<file path="src/rtl/adc_seq_pkg.sv">
`default_nettype none
// +----------------------------------------------------------------------+
// | adc_seq_pkg : state codes, default parameters and helpers for adc_seq |
// | Rev 1.0                                                               |
// +----------------------------------------------------------------------+
package adc_seq_pkg;

    localparam int          ADC_MAX_DEF = 8;
    localparam int unsigned TIMEOUT_DEF = 32'h0000_FFFF;

    localparam int ST_W = 8;
    typedef logic [ST_W-1:0] state_t;

    localparam state_t ST_IDLE  = 8'h00;
    localparam state_t ST_CHECK = 8'h01;
    localparam state_t ST_CONF  = 8'h02;
    localparam state_t ST_PREP  = 8'h03;
    localparam state_t ST_FITX  = 8'h04;
    localparam state_t ST_FIRX  = 8'h05;
    localparam state_t ST_CONT  = 8'h06;
    localparam state_t ST_DTRX  = 8'h07;
    localparam state_t ST_LAST  = 8'h08;
    localparam state_t ST_DONE  = 8'h09;
    localparam state_t ST_ERR   = 8'h0F;

    // A zero request still sequences one channel; oversize requests saturate.
    function automatic logic [7:0] clamp_cnt(input logic [7:0] req, input logic [7:0] lim);
        if (req == 8'd0) begin
            return 8'd1;
        end else if (req > lim) begin
            return lim;
        end
        return req;
    endfunction

    function automatic logic is_wait_state(input state_t s);
        return (s == ST_CHECK) || (s == ST_CONF) || (s == ST_PREP) ||
               (s == ST_FITX)  || (s == ST_FIRX) || (s == ST_DTRX);
    endfunction

endpackage
`default_nettype wire

</file>
<file path="src/rtl/adc_seq_wdog.sv">
`default_nettype none
// +----------------------------------------------------------------------+
// | seq_wdog : per-state watchdog, flags expiry on the TIMEOUT-th cycle   |
// | Rev 1.0                                                               |
// +----------------------------------------------------------------------+
module seq_wdog #(
    parameter int          TO_W    = 16,
    parameter int unsigned TIMEOUT = 32'h0000_FFFF
) (
    input  logic sys_clk,
    input  logic rst,
    input  logic clear,
    input  logic enable,
    output logic expired
);

    // The count holds cycles already spent, so expiry fires during cycle TIMEOUT.
    localparam logic [TO_W-1:0] C_LAST = TO_W'(TIMEOUT - 1);

    logic [TO_W-1:0] r_cnt;

    always_ff @(posedge sys_clk or posedge rst) begin
        if (rst) begin
            r_cnt <= '0;
        end else if (clear) begin
            r_cnt <= '0;
        end else if (enable && !expired) begin
            r_cnt <= r_cnt + 1'b1;
        end
    end

    assign expired = enable && (r_cnt == C_LAST);

endmodule
`default_nettype wire

</file>
<file path="src/rtl/adc_seq.sv">
`default_nettype none
// +----------------------------------------------------------------------+
// | adc_seq : multi-channel ADC frame sequencer with watchdog and error   |
// | Rev 1.0                                                               |
// +----------------------------------------------------------------------+
module adc_seq
    import adc_seq_pkg::*;
#(
    parameter int          ADC_MAX = ADC_MAX_DEF,
    parameter int          TO_W    = 16,
    parameter int unsigned TIMEOUT = TIMEOUT_DEF
) (
    input  logic        sys_clk,
    input  logic        rst,
    input  logic        start,
    input  logic        mode,
    input  logic        stop,
    input  logic        err_clr,
    input  logic [7:0]  adc_cnt,
    input  logic        fifo_full,
    output logic        fs_check,
    output logic        fs_conf,
    output logic        fs_read,
    output logic        fs_fifo,
    output logic        fs_dtrx,
    input  logic        fd_check,
    input  logic        fd_conf,
    input  logic        fd_read,
    input  logic        fd_fifo,
    input  logic        fd_dtrx,
    output logic [7:0]  adc_num,
    output logic [7:0]  state_o,
    output logic        busy,
    output logic        done,
    output logic        err,
    output logic [7:0]  err_code,
    output logic [15:0] frame_cnt
);

    localparam logic [7:0] C_ADC_MAX = 8'(ADC_MAX);

    state_t      r_state;
    state_t      w_next;
    logic [7:0]  r_cnt_l;
    logic        r_mode_l;
    logic        r_stop_req;
    logic [7:0]  r_adc_num;
    logic [7:0]  r_err_code;
    logic [15:0] r_frame_cnt;

    logic w_expired;
    logic w_changing;
    logic w_start_ok;
    logic w_dtrx_ok;
    logic w_to_err;
    logic w_stop_pend;
    logic w_enter_rest;

    assign w_changing   = (w_next != r_state);
    assign w_start_ok   = (r_state == ST_IDLE) && start;
    assign w_dtrx_ok    = (r_state == ST_DTRX) && fd_dtrx;
    assign w_to_err     = (w_next == ST_ERR) && (r_state != ST_ERR);
    assign w_enter_rest = w_changing && ((w_next == ST_DONE) || (w_next == ST_IDLE));
    // A stop arriving in the same cycle as the frame-end handshake still counts.
    assign w_stop_pend  = r_stop_req || (stop && r_mode_l);

    seq_wdog #(
        .TO_W    (TO_W),
        .TIMEOUT (TIMEOUT)
    ) u_wdog (
        .sys_clk (sys_clk),
        .rst     (rst),
        .clear   (w_changing),
        .enable  (is_wait_state(r_state)),
        .expired (w_expired)
    );

    always_ff @(posedge sys_clk or posedge rst) begin
        if (rst) begin
            r_state <= ST_IDLE;
        end else begin
            r_state <= w_next;
        end
    end

    // Done handshakes are tested before expiry so a late fd_* still wins.
    always_comb begin
        w_next = r_state;
        case (r_state)
            ST_IDLE:  if (start) w_next = ST_CHECK;
            ST_CHECK: begin
                if (fd_check)       w_next = ST_CONF;
                else if (w_expired) w_next = ST_ERR;
            end
            ST_CONF: begin
                if (fd_conf)        w_next = ST_PREP;
                else if (w_expired) w_next = ST_ERR;
            end
            ST_PREP: begin
                if (!fifo_full)     w_next = ST_FITX;
                else if (w_expired) w_next = ST_ERR;
            end
            ST_FITX: begin
                if (fd_read)        w_next = ST_FIRX;
                else if (w_expired) w_next = ST_ERR;
            end
            ST_FIRX: begin
                if (fd_fifo)        w_next = ST_CONT;
                else if (w_expired) w_next = ST_ERR;
            end
            ST_CONT: begin
                if (r_adc_num < (r_cnt_l - 8'd1)) w_next = ST_LAST;
                else                              w_next = ST_DTRX;
            end
            ST_LAST:  w_next = ST_PREP;
            ST_DTRX: begin
                if (fd_dtrx)        w_next = (r_mode_l && !w_stop_pend) ? ST_PREP : ST_DONE;
                else if (w_expired) w_next = ST_ERR;
            end
            ST_DONE:  w_next = ST_IDLE;
            ST_ERR:   if (err_clr) w_next = ST_IDLE;
            default:  w_next = ST_IDLE;
        endcase
    end

    always_comb begin
        fs_check = (r_state == ST_CHECK);
        fs_conf  = (r_state == ST_CONF);
        fs_read  = (r_state == ST_FITX);
        fs_fifo  = (r_state == ST_FIRX);
        fs_dtrx  = (r_state == ST_DTRX);
        busy     = (r_state != ST_IDLE);
        done     = (r_state == ST_DONE);
        err      = (r_state == ST_ERR);
        state_o  = r_state;
    end

    always_ff @(posedge sys_clk or posedge rst) begin
        if (rst) begin
            r_cnt_l     <= 8'd1;
            r_mode_l    <= 1'b0;
            r_stop_req  <= 1'b0;
            r_adc_num   <= 8'd0;
            r_err_code  <= 8'd0;
            r_frame_cnt <= 16'd0;
        end else begin
            if (w_start_ok) begin
                r_cnt_l  <= clamp_cnt(adc_cnt, C_ADC_MAX);
                r_mode_l <= mode;
            end

            if (w_enter_rest) begin
                r_stop_req <= 1'b0;
            end else if (stop && r_mode_l && (r_state != ST_IDLE) && (r_state != ST_DONE)) begin
                r_stop_req <= 1'b1;
            end

            if (w_start_ok || w_dtrx_ok || w_to_err) begin
                r_adc_num <= 8'd0;
            end else if (r_state == ST_LAST) begin
                r_adc_num <= r_adc_num + 8'd1;
            end

            if (w_to_err) begin
                r_err_code <= r_state;
            end

            if (w_start_ok) begin
                r_frame_cnt <= 16'd0;
            end else if (w_dtrx_ok) begin
                r_frame_cnt <= r_frame_cnt + 16'd1;
            end
        end
    end

    assign adc_num   = r_adc_num;
    assign err_code  = r_err_code;
    assign frame_cnt = r_frame_cnt;

endmodule
`default_nettype wire

</file>
<file path="config.mk">
export PLATFORM = sky130hd
export DESIGN_NAME = adc_seq
export DESIGN_NICKNAME = d
export VERILOG_FILES = /design/src/rtl/adc_seq_pkg.sv /design/src/rtl/adc_seq_wdog.sv /design/src/rtl/adc_seq.sv
export SDC_FILE = /design/constraint.sdc
export NUM_CORES = 1
export LEC_CHECK = 0
export ABC_AREA = 0
export BUFFER_PORTS_ARGS = -buffer_cell sky130_fd_sc_hd__buf_2
export CELL_PAD_IN_SITES_DETAIL_PLACEMENT = 0
export CELL_PAD_IN_SITES_GLOBAL_PLACEMENT = 1
export CORE_MARGIN = 1.5
export CORE_UTILIZATION = 38
export CTS_CLUSTER_DIAMETER = 60
export DETAILED_ROUTE_END_ITERATION = 16
export GPL_ROUTABILITY_DRIVEN = 0
export MAX_ROUTING_LAYER = met4
export PLACE_DENSITY_LB_ADDON = 0.1
export SLEW_MARGIN = 20
export SYNTH_ARGS = -nofsm -noshare
export SYNTH_HDL_FRONTEND = slang
export SYNTH_SLANG_ARGS = --single-unit
export TNS_END_PERCENT = 5
</file>
<file path="constraint.sdc">
create_clock -name sys_clk -period 8.6 [get_ports sys_clk]
set_input_delay 0.43 -clock sys_clk [delete_from_list [all_inputs] [get_ports sys_clk]]
set_output_delay 0.43 -clock sys_clk [all_outputs]
set_load 0.01 [all_outputs]
</file>
==> results_dict.tcl <==
set metrics [dict create \
    status "finished clean" \
    antenna_cells 0 \
    synth_area_per_cell_um2 9.48 \
    cts.repair.resized 0 \
    wl_per_cell_um 15.5 \
    drc 0 \
    grt_util_all_layers 0.191 \
    p_sw_frac 0.282 \
    ys_types 63 \
    synthTopCellsByArea "dfrtp_1 (42%), xor2_1 (5.4%), ha_1 (3.9%)" \
    hold_violations 0 \
    path_clk_slew_ps 70 \
    clk_latency_ps 340 \
    clock-sinks 66 \
    synthCells 409 \
    drv_cap 0 \
    root_buffer "clkbuf_8" \
    utilization 0.460 \
    min_path_cells 3 \
    setup_tns_ps 0 \
    synth_edf_count 0 \
    worstPathArrival_ps 3800 \
    syn-cell-area_um2 3880 \
    rsz0062_at_grt "false" \
    fmax_ghz 0.278 \
    dp_hpwl_um 6780 \
    cts_setup_buffers 0 \
    cts_tree "built" \
    combPwrFrac 0.144 \
    initial_core_util 0.395 \
    drive_gt1_frac 0.226 \
    antenna_found_initial 1 \
    portBuffers 67 \
    grt_max_degree 67 \
    cp-start-kind "flip-flop" \
    wl_um 9570 \
    synth_seq_cells 66 \
    finClkSkew_ps 10.0 \
    p_seq_frac 0.493 \
    min_from "mode" \
    synth_area_leader_cell "dfrtp_1" \
    internal_power_mw 0.500 \
    slew_violations 0 \
    peakVddDrop_v 0.0000881 \
    grt_pass1_wl_um 16100 \
    critPathCaptureType "flip-flop" \
    cts_buffers 9 \
    fin_crit_sh 0.419 \
    synth.most_common_cell "dfrtp_1" \
    dieArea_um2 10800 \
    yosys_warnings 0 \
    reg2reg_slack_ps 5000 \
    p_switching_mw 0.196 \
    cts_max_level 3 \
    leakagePower_nw 2.10 \
    synth_top_area_share 0.419 \
    row_count 36 \
    pin_count 68 \
    finalSetupViolCount 0 \
    worst-path-max-fanout 17 \
    clkPwrFrac 0.362 \
    core_um2 9820 \
    fin_crit_ps 3600 \
    overflow 0 \
    cts_hold_buf 0 \
    crit_type "flip-flop to flip-flop" \
    routed_via_density 5.24 \
    nNetsFinal 510 \
    vias 3230 \
    die_w_um 104 \
    hp-class "input port to flip-flop" \
    yosysSeqAreaShare 0.426 \
    worst_pin_slew_ps 933 \
    grt_pass1_vias 3142 \
    ant_nets 0 \
    r2r-start "r_cnt_l[2]$_DFFE_PP0P_" \
    clockBufferDepth 2 \
    area_growth_pct 16.4 \
    p_per_area_nw_per_um2 154 \
    first_iter_violations 160 \
    r2r_cells 11 \
    synth_common_cells "dfrtp_1 (65), nor2_1 (39), nand2_1 (33), nor3_1 (24), xor2_1 (24)" \
    relSlewSlack 0.378 \
    synthFlopType "dfrtp_1" \
    synthArstFlopShare 1.00 \
    crit_start "r_cnt_l[2]$_DFFE_PP0P_" \
    die_h_um 104 \
    cp_data_required_time_ps 8800 \
    first_pass_iters 5 \
]
==> worst paths after layout <==
path	to
setup / recovery	r_stop_req$_DFFE_PP0P_
max in group asynchronous	frame_cnt[2]$_DFFE_PP0P_
hold / removal	r_mode_l$_DFFE_PP0P_
min in group asynchronous	state_o[7]$_DFF_PP0_
hold reg to reg	err_code[0]$_DFFE_PP0P_
setup reg to reg	r_stop_req$_DFFE_PP0P_
==> logic make-up (layout without fill, tap and decap cells) <==
kind of cell | count (synthesis) | after routing | synth area share
muxes | 5 | 5 | 0.0168
xor gates and xnor gates | 42 | 42 | 0.0968
AOI/OAI and AO/OA | 60 | 60 | 0.116
buffers and inverters | 29 | 100 | 0.0349
DFF | 66 | 66 | 0.426
adders and majority gates | 12 | 12 | 0.0387
other | 1 | 4 | 0.000967
and+or+nand+nor | 194 | 194 | 0.269
==> per-layer routing <==
| layer | part of all wire | vias to the layer above | global-route usage |
|---|---|---|---|
| met3 | 0.047 | 21 | 0.0326 |
| li1 | - | 1596 | - |
| met4 | 0.027 | 0 | 0.0813 |
| met1 | 0.50 | 1532 | 0.266 |
| met5 | 0 | - | - |
| met2 | 0.43 | 81 | 0.273 |
==> flip-flops by register name, indices dropped and copies added (netlist names) <==
name / count
r_mode_l: 1
err_code: 8
r_cnt_l: 8
state_o: 8
u_wdog.r_cnt: 16
frame_cnt: 16
adc_num: 8
r_stop_req: 1
==> through the flow <==
step	cells	total power [mW]	cell area, µm²	hold slack, ps	worst slack, ps
after global placement	600	0.449	4330	464	5110
after global routing	616	0.739	4510	321	4750
after floorplan	412	0.415	3890	458	5540
after detailed placement	600	0.452	4330	466	5060
final	616	0.696	4510	304	5000
after CTS	616	0.706	4510	306	5030
==> cell type report <==
type | instances | area, µm²
tap | 133 | 166
timing repair buffer | 69 | 350
clock buffer | 10 | 128
clock inverter | 6 | 58.8
multi-input combinational | 317 | 2100
fill | 1010 | 5310
sequential | 66 | 1650
inverter | 15 | 56.3
==> cell usage in the layout (no fill, tap or decap), types with 2 or more instances in the layout <==
cell type and instances:
nor3_1 24, nor2_1 39, nor4_2 3, a21oi_1 18, and2_1 8, nor2b_1 10
ha_1 12, nand2b_1 6, a21o_1 2, nand3_1 18, nand4b_1 2, nand2_1 33
xnor2_1 17, or4_1 4, conb_1 4, or3_1 4, and3_1 8, a31o_2 3
buf_4 2, clkinv_2 4, or2_2 2, clkbuf_8 9, nor4_1 5, inv_1 14
o21ai_0 13, mux2i_1 2, nand4_1 16, mux2_2 2, buf_2 67, dfrtp_1 65
xor2_1 24, and4_1 4, o2111ai_1 2, nor3_2 2, o211ai_1 3
==> power by group through the flow <==
| stage | logic (mW) | clock network (mW) | registers (mW) |
|---|---|---|---|
| finish | 0.101 | 0.252 | 0.343 |
| global route | 0.115 | 0.278 | 0.347 |
| CTS | 0.102 | 0.260 | 0.344 |
| detailed placement | 0.102 | 0 | 0.350 |
| global placement | 0.0992 | 0 | 0.349 |
| floorplan | 0.0661 | 0 | 0.349 |
==> critical path, stage by stage, from the launching register on <==
cell and delay (ps):
dfrtp_1 430, or4_1 560, nor4_1 260, xnor2_1 170, ha_1 270, nand2_1 120, nor2_1 80, a41oi_1 350
o311ai_4 200, xor2_2 760, nand2b_1 200, o21ai_1 60
Note: power is estimated with default switching activity, not from simulation.
